===== src/rtl/risc16_pkg.sv =====
// Shared types and widths for the 16-bit RISC datapath.
// The fetch stage queues fetch_entry_t pairs of {pc, instr}.
package risc16_pkg;

  localparam int ADDR_W  = 5;
  localparam int INSTR_W = 16;

  typedef struct packed {
    logic [ADDR_W-1:0]  pc;
    logic [INSTR_W-1:0] instr;
  } fetch_entry_t;

endpackage


===== src/rtl/ifetch_buffer_if.sv =====
// Fetch-stage bus: PC request/stall, flush, program loader and decode handshake.
// The master drives requests and consumes entries; the slave is the fetch buffer.
interface ifetch_buffer_if;
  import risc16_pkg::*;

  logic [ADDR_W-1:0]  pc_addr;
  logic               pc_valid;
  logic               pc_stall;
  logic               flush;
  logic               prog_we;
  logic [ADDR_W-1:0]  prog_addr;
  logic [INSTR_W-1:0] prog_data;
  logic               out_valid;
  logic               out_ready;
  logic [INSTR_W-1:0] out_instr;
  logic [ADDR_W-1:0]  out_pc;

  modport master (
    output pc_addr, pc_valid, flush, prog_we, prog_addr, prog_data, out_ready,
    input  pc_stall, out_valid, out_instr, out_pc
  );

  modport slave (
    input  pc_addr, pc_valid, flush, prog_we, prog_addr, prog_data, out_ready,
    output pc_stall, out_valid, out_instr, out_pc
  );

endinterface


===== src/rtl/ifetch_buffer_fetch_fifo.sv =====
// First-word-fall-through FIFO of fetch entries; flush clears it in one cycle
// and overrides any push or pop presented in the same cycle.
module fetch_fifo
  import risc16_pkg::*;
#(
  parameter int DEPTH = 4
) (
  input  logic                   clk,
  input  logic                   reset,
  input  logic                   push,
  input  fetch_entry_t           push_data,
  input  logic                   pop,
  input  logic                   flush,
  output fetch_entry_t           head,
  output logic [$clog2(DEPTH):0] count,
  output logic                   empty,
  output logic                   full
);

  localparam int PTR_W = $clog2(DEPTH);
  localparam int CNT_W = PTR_W + 1;

  fetch_entry_t     slots [DEPTH];
  logic [PTR_W-1:0] wr_ptr_q, wr_ptr_d;
  logic [PTR_W-1:0] rd_ptr_q, rd_ptr_d;
  logic [CNT_W-1:0] count_q, count_d;
  logic             do_push, do_pop;

  always_comb begin
    do_push  = push && !flush;
    do_pop   = pop && !flush && (count_q != '0);
    wr_ptr_d = wr_ptr_q;
    rd_ptr_d = rd_ptr_q;
    count_d  = count_q;
    if (flush) begin
      wr_ptr_d = '0;
      rd_ptr_d = '0;
      count_d  = '0;
    end else begin
      if (do_push) wr_ptr_d = wr_ptr_q + PTR_W'(1);
      if (do_pop)  rd_ptr_d = rd_ptr_q + PTR_W'(1);
      case ({do_push, do_pop})
        2'b10:   count_d = count_q + CNT_W'(1);
        2'b01:   count_d = count_q - CNT_W'(1);
        default: count_d = count_q;
      endcase
    end
  end

  always_ff @(posedge clk or negedge reset) begin
    if (!reset) begin
      wr_ptr_q <= '0;
      rd_ptr_q <= '0;
      count_q  <= '0;
    end else begin
      wr_ptr_q <= wr_ptr_d;
      rd_ptr_q <= rd_ptr_d;
      count_q  <= count_d;
    end
  end

  always_ff @(posedge clk) begin
    if (do_push) slots[wr_ptr_q] <= push_data;
  end

  assign head  = slots[rd_ptr_q];
  assign count = count_q;
  assign empty = (count_q == '0);
  assign full  = (count_q == CNT_W'(DEPTH));

endmodule


===== src/rtl/ifetch_buffer.sv =====
// Instruction fetch stage: registered-read instruction memory feeding a
// credit-controlled FWFT queue of {pc, instr} entries for decode.
module ifetch_buffer
  import risc16_pkg::*;
#(
  parameter int DEPTH = 4
) (
  input logic            clk,
  input logic            reset,
  ifetch_buffer_if.slave bus
);

  localparam int CNT_W     = $clog2(DEPTH) + 1;
  localparam int MEM_WORDS = 1 << ADDR_W;

  logic [INSTR_W-1:0] mem [MEM_WORDS];
  logic [INSTR_W-1:0] rdata_q;
  logic [ADDR_W-1:0]  tag_q, tag_d;
  logic               inflight_q, inflight_d;
  logic               issue, push, pop, pc_stall;
  logic [CNT_W-1:0]   fifo_count;
  logic [CNT_W:0]     credit_used;
  logic               fifo_empty, fifo_full;
  fetch_entry_t       push_entry, head_entry;

  // Stall looks only at registered state so the PC never sees a combinational
  // path back from its own request, decode's ready or flush.
  assign credit_used = {1'b0, fifo_count} + {{CNT_W{1'b0}}, inflight_q};
  assign pc_stall    = (credit_used >= (CNT_W + 1)'(DEPTH));

  always_comb begin
    issue      = bus.pc_valid && !pc_stall && !bus.flush;
    inflight_d = issue;
    tag_d      = issue ? bus.pc_addr : tag_q;
  end

  assign pop        = !fifo_empty && bus.out_ready;
  assign push       = inflight_q && (!fifo_full || pop);
  assign push_entry = '{pc: tag_q, instr: rdata_q};

  always_ff @(posedge clk or negedge reset) begin
    if (!reset) begin
      inflight_q <= 1'b0;
      tag_q      <= '0;
    end else begin
      inflight_q <= inflight_d;
      tag_q      <= tag_d;
    end
  end

  // Write and read on the same edge: the read register captures the old word.
  always_ff @(posedge clk) begin
    if (bus.prog_we) mem[bus.prog_addr] <= bus.prog_data;
    if (issue)       rdata_q <= mem[bus.pc_addr];
  end

  fetch_fifo #(
    .DEPTH (DEPTH)
  ) u_fifo (
    .clk       (clk),
    .reset     (reset),
    .push      (push),
    .push_data (push_entry),
    .pop       (pop),
    .flush     (bus.flush),
    .head      (head_entry),
    .count     (fifo_count),
    .empty     (fifo_empty),
    .full      (fifo_full)
  );

  assign bus.pc_stall  = pc_stall;
  assign bus.out_valid = !fifo_empty;
  assign bus.out_instr = fifo_empty ? '0 : head_entry.instr;
  assign bus.out_pc    = fifo_empty ? '0 : head_entry.pc;

endmodule


===== src/flat_wrapper.sv =====
// flat-port wrapper written by rule: the top's interface ports become plain ports
module ifetch_buffer_flat import risc16_pkg::*;
#(
  parameter int DEPTH = 4
)
  (clk, reset, bus_pc_addr, bus_pc_valid, bus_flush, bus_prog_we, bus_prog_addr, bus_prog_data, bus_out_ready, bus_pc_stall, bus_out_valid, bus_out_instr, bus_out_pc);
  ifetch_buffer_if bus_i ();
  input logic clk;
  input logic reset;
  input wire logic [$bits(bus_i.pc_addr)-1:0] bus_pc_addr;
  input wire logic [$bits(bus_i.pc_valid)-1:0] bus_pc_valid;
  input wire logic [$bits(bus_i.flush)-1:0] bus_flush;
  input wire logic [$bits(bus_i.prog_we)-1:0] bus_prog_we;
  input wire logic [$bits(bus_i.prog_addr)-1:0] bus_prog_addr;
  input wire logic [$bits(bus_i.prog_data)-1:0] bus_prog_data;
  input wire logic [$bits(bus_i.out_ready)-1:0] bus_out_ready;
  output wire logic [$bits(bus_i.pc_stall)-1:0] bus_pc_stall;
  output wire logic [$bits(bus_i.out_valid)-1:0] bus_out_valid;
  output wire logic [$bits(bus_i.out_instr)-1:0] bus_out_instr;
  output wire logic [$bits(bus_i.out_pc)-1:0] bus_out_pc;
  assign bus_i.pc_addr = bus_pc_addr;
  assign bus_i.pc_valid = bus_pc_valid;
  assign bus_i.flush = bus_flush;
  assign bus_i.prog_we = bus_prog_we;
  assign bus_i.prog_addr = bus_prog_addr;
  assign bus_i.prog_data = bus_prog_data;
  assign bus_i.out_ready = bus_out_ready;
  assign bus_pc_stall = bus_i.pc_stall;
  assign bus_out_valid = bus_i.out_valid;
  assign bus_out_instr = bus_i.out_instr;
  assign bus_out_pc = bus_i.out_pc;
  ifetch_buffer #(.DEPTH(DEPTH)) u_core (.clk(clk), .reset(reset), .bus(bus_i));
endmodule

===== config.mk =====
export PLATFORM = sky130hd
export DESIGN_NAME = ifetch_buffer_flat
export DESIGN_NICKNAME = d
export VERILOG_FILES = /design/src/rtl/risc16_pkg.sv /design/src/rtl/ifetch_buffer_if.sv /design/src/rtl/ifetch_buffer_fetch_fifo.sv /design/src/rtl/ifetch_buffer.sv /design/src/flat_wrapper.sv
export SDC_FILE = /design/constraint.sdc
export NUM_CORES = 1
export LEC_CHECK = 0
export ABC_CLOCK_PERIOD_IN_PS = 3200
export BUFFER_PORTS_ARGS = -buffer_cell sky130_fd_sc_hd__buf_4
export CORE_AREA = 2 2 232 234
export CTS_CLUSTER_DIAMETER = 40
export DETAILED_ROUTE_END_ITERATION = 7
export DIE_AREA = 0 0 234 236
export PLACE_DENSITY_LB_ADDON = 0.2
export SETUP_SLACK_MARGIN = 0.02
export SLEW_MARGIN = 25
export SYNTH_ARGS = -nofsm -noshare
export SYNTH_HDL_FRONTEND = slang
export SYNTH_SLANG_ARGS = --single-unit
export TNS_END_PERCENT = 20

===== constraint.sdc =====
create_clock -name clk -period 3.2 [get_ports clk]
set_input_delay 0.16 -clock clk [delete_from_list [all_inputs] [get_ports clk]]
set_output_delay 0.16 -clock clk [all_outputs]
set_load 0.02 [all_outputs]

==> run_results.csv <==
group,metric,value,unit
outcome,status,"complete, no violations",
min_path,hold_depth,2,
yosys,synth.distinct_cells,38,
sta,fmax,362,MHz
sta,setup_tns,0,ps
clock_tree,cts.sinks,625,
grt,grt_overflow_total,0,
sta,rsz0062_at_grt,"false",
clock_tree,clock_latency,620,ps
setup_path,rr_endpoint,"u_core.u_fifo.count[1]",
clock_tree,root_buffer,"clkbuf_16",
setup_path,cp.required,3750,ps
sta,slew_violations,0,
sta,tightestPinTransition,850,ps
die,fp-row-count,85,
yosys,yosysWarnings,0,
sta,min_period,2760,ps
yosys,netlist_area,0.0245,mm2
setup_path,cp-start-kind,"register",
setup_path,critPathMaxStageDelay,670,ps
routing,drtIter0Drc,950,
clock_tree,htreeDepth,3,
sta,hold-worst-slack,57.8,ps
grt,antenna_found_initial,0,
layout,area_growth_syn_to_layout,19.3,%
yosys,synth-seq-cells,625,
clock_tree,cts_tree,"done",
routing,routed_wirelength,54000,um
routing,ant_nets,0,
setup_path,reg2reg_from,"u_core.u_fifo.count[1]",
clock_tree,cts_resized,0,
layout,layout-drive-gt1-share,0.189,
placement,hpwl,31100,um
placement,dpl_worst_slack,802,ps
grt,grt_pass1_vias,12700,
layout,mostFrequentLayoutCells,"612 x edfxtp_1, 258 x mux2i_1, 104 x buf_4, 88 x clkbuf_16, 64 x a22oi_1",
pwr,max-vdd-ir-drop,0.550,mV
routing,route.vias.total,12500,
placement,portBuffers,54,
setup_path,critPathArrivalTime,3310,ps
sta,fin_crit_sh,0.863,
routing,via_per_inst,5.52,
layout,nNetsFinal,1526,
yosys,syn_inst,1338,
die,die_area,0.0552,mm2
placement,place_area,0.0258,mm2
flow_run,drv_cap,0,
setup_path,r2r_slack,440,ps
yosys,yosysSeqAreaShare,0.764,
setup_path,critical_path_class,"register to register",
setup_path,crit_fanout,24,
pwr,p_per_area,737,mW/mm2
sta,setup_ws,440,ps
sta,final_hold_viol_count,0,
min_path,holdPathEnd,"u_core.tag_q[3]",
die,io_pins,55,
die,die_h,236,um
min_path,hp-class,"input pin to register",
pwr,p_leak,10.3,nW
layout,postLayoutCellArea,0.0292,mm2
grt,grt_max_degree,65,
grt,grt_pass1_wl,81200,um
min_path,hold_start,"bus_pc_addr[3]",
clock_tree,clk_pin_slew,60,ps
layout,antennaDiodeCount,0,
setup_path,worstPathCellList,"or3_1 -> nand3b_1 -> nor2_1 -> fa_1 -> nand2_1 -> a21oi_1 -> dlygate4sd3_1",
setup_path,r2r_cells,7,
die,die_x,234,um
sta,setup_violations,0,
grt,track_usage,0.200,
placement,place_congestion,0.778,
yosys,synth_fp_nets,1375,
clock_tree,numCtsBuffers,87,
layout,final_common_cell,"edfxtp_1",
yosys,syn-mean-instance-area,18.3,um2
setup_path,crit_slowest_cell,"or3_1",
die,core,0.0531,mm2
routing,drtPass1Iterations,5,
clock_tree,clockBufferDepth,3,
sta,clock_skew,16.3,ps
clock_tree,cts_setup_buffers,0,
sta,max-slew-margin-rel,0.434,
routing,detail_route.wl_per_cell,23.9,um
setup_path,endpoint_kind,"register",
die,initial_core_util,0.461,
routing,drc,0,
## area by class of cell
cell class / count / area, um2
Clock inverter: 61 / 875
Multi-Input combinational cell: 634 / 5250
Sequential cell: 625 / 18700
Tap cell: 696 / 871
Fill cell: 4100 / 23900
Inverter: 4 / 15.0
Timing Repair Buffer: 137 / 1210
Clock buffer: 100 / 2270
## critical path, delay by kind of cell (launching register included)
| family | cells | cell delay, ps |
|---|---|---|
| flops | 1 | 440 |
| fa+ha+maj | 1 | 480 |
| compound gates | 1 | 140 |
| buf+inv | 1 | 550 |
| simple gates | 4 | 1080 |
## synthesized netlist by cell type
cell        n  area share
buf_2      24      0.0049
xnor2_1     3      0.0011
nor2b_1     2     0.00051
nor2_2      1     0.00026
or3b_2      2     0.00072
nand3_1    38      0.0078
buf_8       4      0.0025
a22oi_1    64       0.020
nand2_1    38      0.0058
clkbuf_4    2     0.00061
nand2b_1    2     0.00051
mux2i_1   258        0.11
xor2_1      2     0.00072
a31oi_1    16      0.0041
nand4_1    16      0.0041
and2_1     26      0.0066
o31ai_1     1     0.00031
buf_4      16      0.0049
clkbuf_1   13      0.0020
buf_6       9      0.0041
nor3_1     16      0.0033
nor2_1     42      0.0064
buf_1       5     0.00077
mux4_2     21       0.019
or2_1       1     0.00026
mux2_2      5      0.0023
nand3b_1    6      0.0018
buf_12      2      0.0016
edfxtp_1  612        0.75
nand4b_1    1     0.00036
or3_1       2     0.00051
dfrtp_1    13       0.013
or4b_1      1     0.00041
inv_1       4     0.00061
fa_1        1     0.00082
a21oi_1    33      0.0068
a22o_1     32       0.011
ha_1        4      0.0020
## power breakdown
part	internal [mW]	total [mW]	switching [mW]
Sequential	9.25	9.36	0.112
Clock	6.54	10.2	3.65
Combinational	0.812	1.94	1.13
## how the worst max path moves through the flow
stage,start,end,slack (ps),depth (start not counted)
2_1_floorplan,u_core.u_fifo.count[1],u_core.u_fifo.count[2],1280,7
3_3_place_gp,u_core.u_fifo.count[1],u_core.u_fifo.count[2],880,7
3_5_place_dp,u_core.u_fifo.count[1],u_core.u_fifo.count[2],800,7
4_1_cts,u_core.u_fifo.count[1],u_core.u_fifo.count[1],430,7
5_1_grt,u_core.u_fifo.count[1],u_core.u_fifo.count[1],280,7
6_report,u_core.u_fifo.count[1],u_core.u_fifo.count[1],440,7
## kinds of logic (layout without fill, tap and decap cells)
logic type / after synthesis / in the layout / share of synthesized area
compound gates: 146 / 146 / 0.0422
xor+xnor: 5 / 5 / 0.00179
fa+ha+maj: 5 / 5 / 0.00286
buf+inv: 79 / 302 / 0.0220
flops: 625 / 625 / 0.764
mux: 284 / 284 / 0.127
simple gates: 194 / 194 / 0.0394
## layer usage
metal  track usage  vias up  share of wire
met5             0        -              0
met4        0.0639        0          0.025
met3        0.0375       81          0.051
met2         0.322      318           0.49
met1         0.277     6388           0.44
li1              -     5664              -
## registers in the layout, summed over array words and instances, names as in the netlist
signal,cells
u_core.u_fifo.count,3
u_core.inflight_q,1
u_core.u_fifo.slots,84
u_core.mem,512
u_core.u_fifo.wr_ptr_q,2
u_core.rdata_q,16
u_core.tag_q,5
u_core.u_fifo.rd_ptr_q,2
## repair_timing
item | CTS | global route
endpoints found under the setup margin | 0 | 0
endpoints found under the hold margin | 503 | 0
hold buffers | 23 | 0
## stage by stage
step	total power, mW	instances	utilization
4_1_cts	21.7	2257	0.550
3_5_place_dp	11.5	2073	0.486
2_1_floorplan	10.7	1338	-
5_1_grt	22.2	2257	0.550
3_3_place_gp	11.4	2073	0.486
6_report	21.5	2257	0.550
No activity file was read; power rests on OpenSTA's default activity.
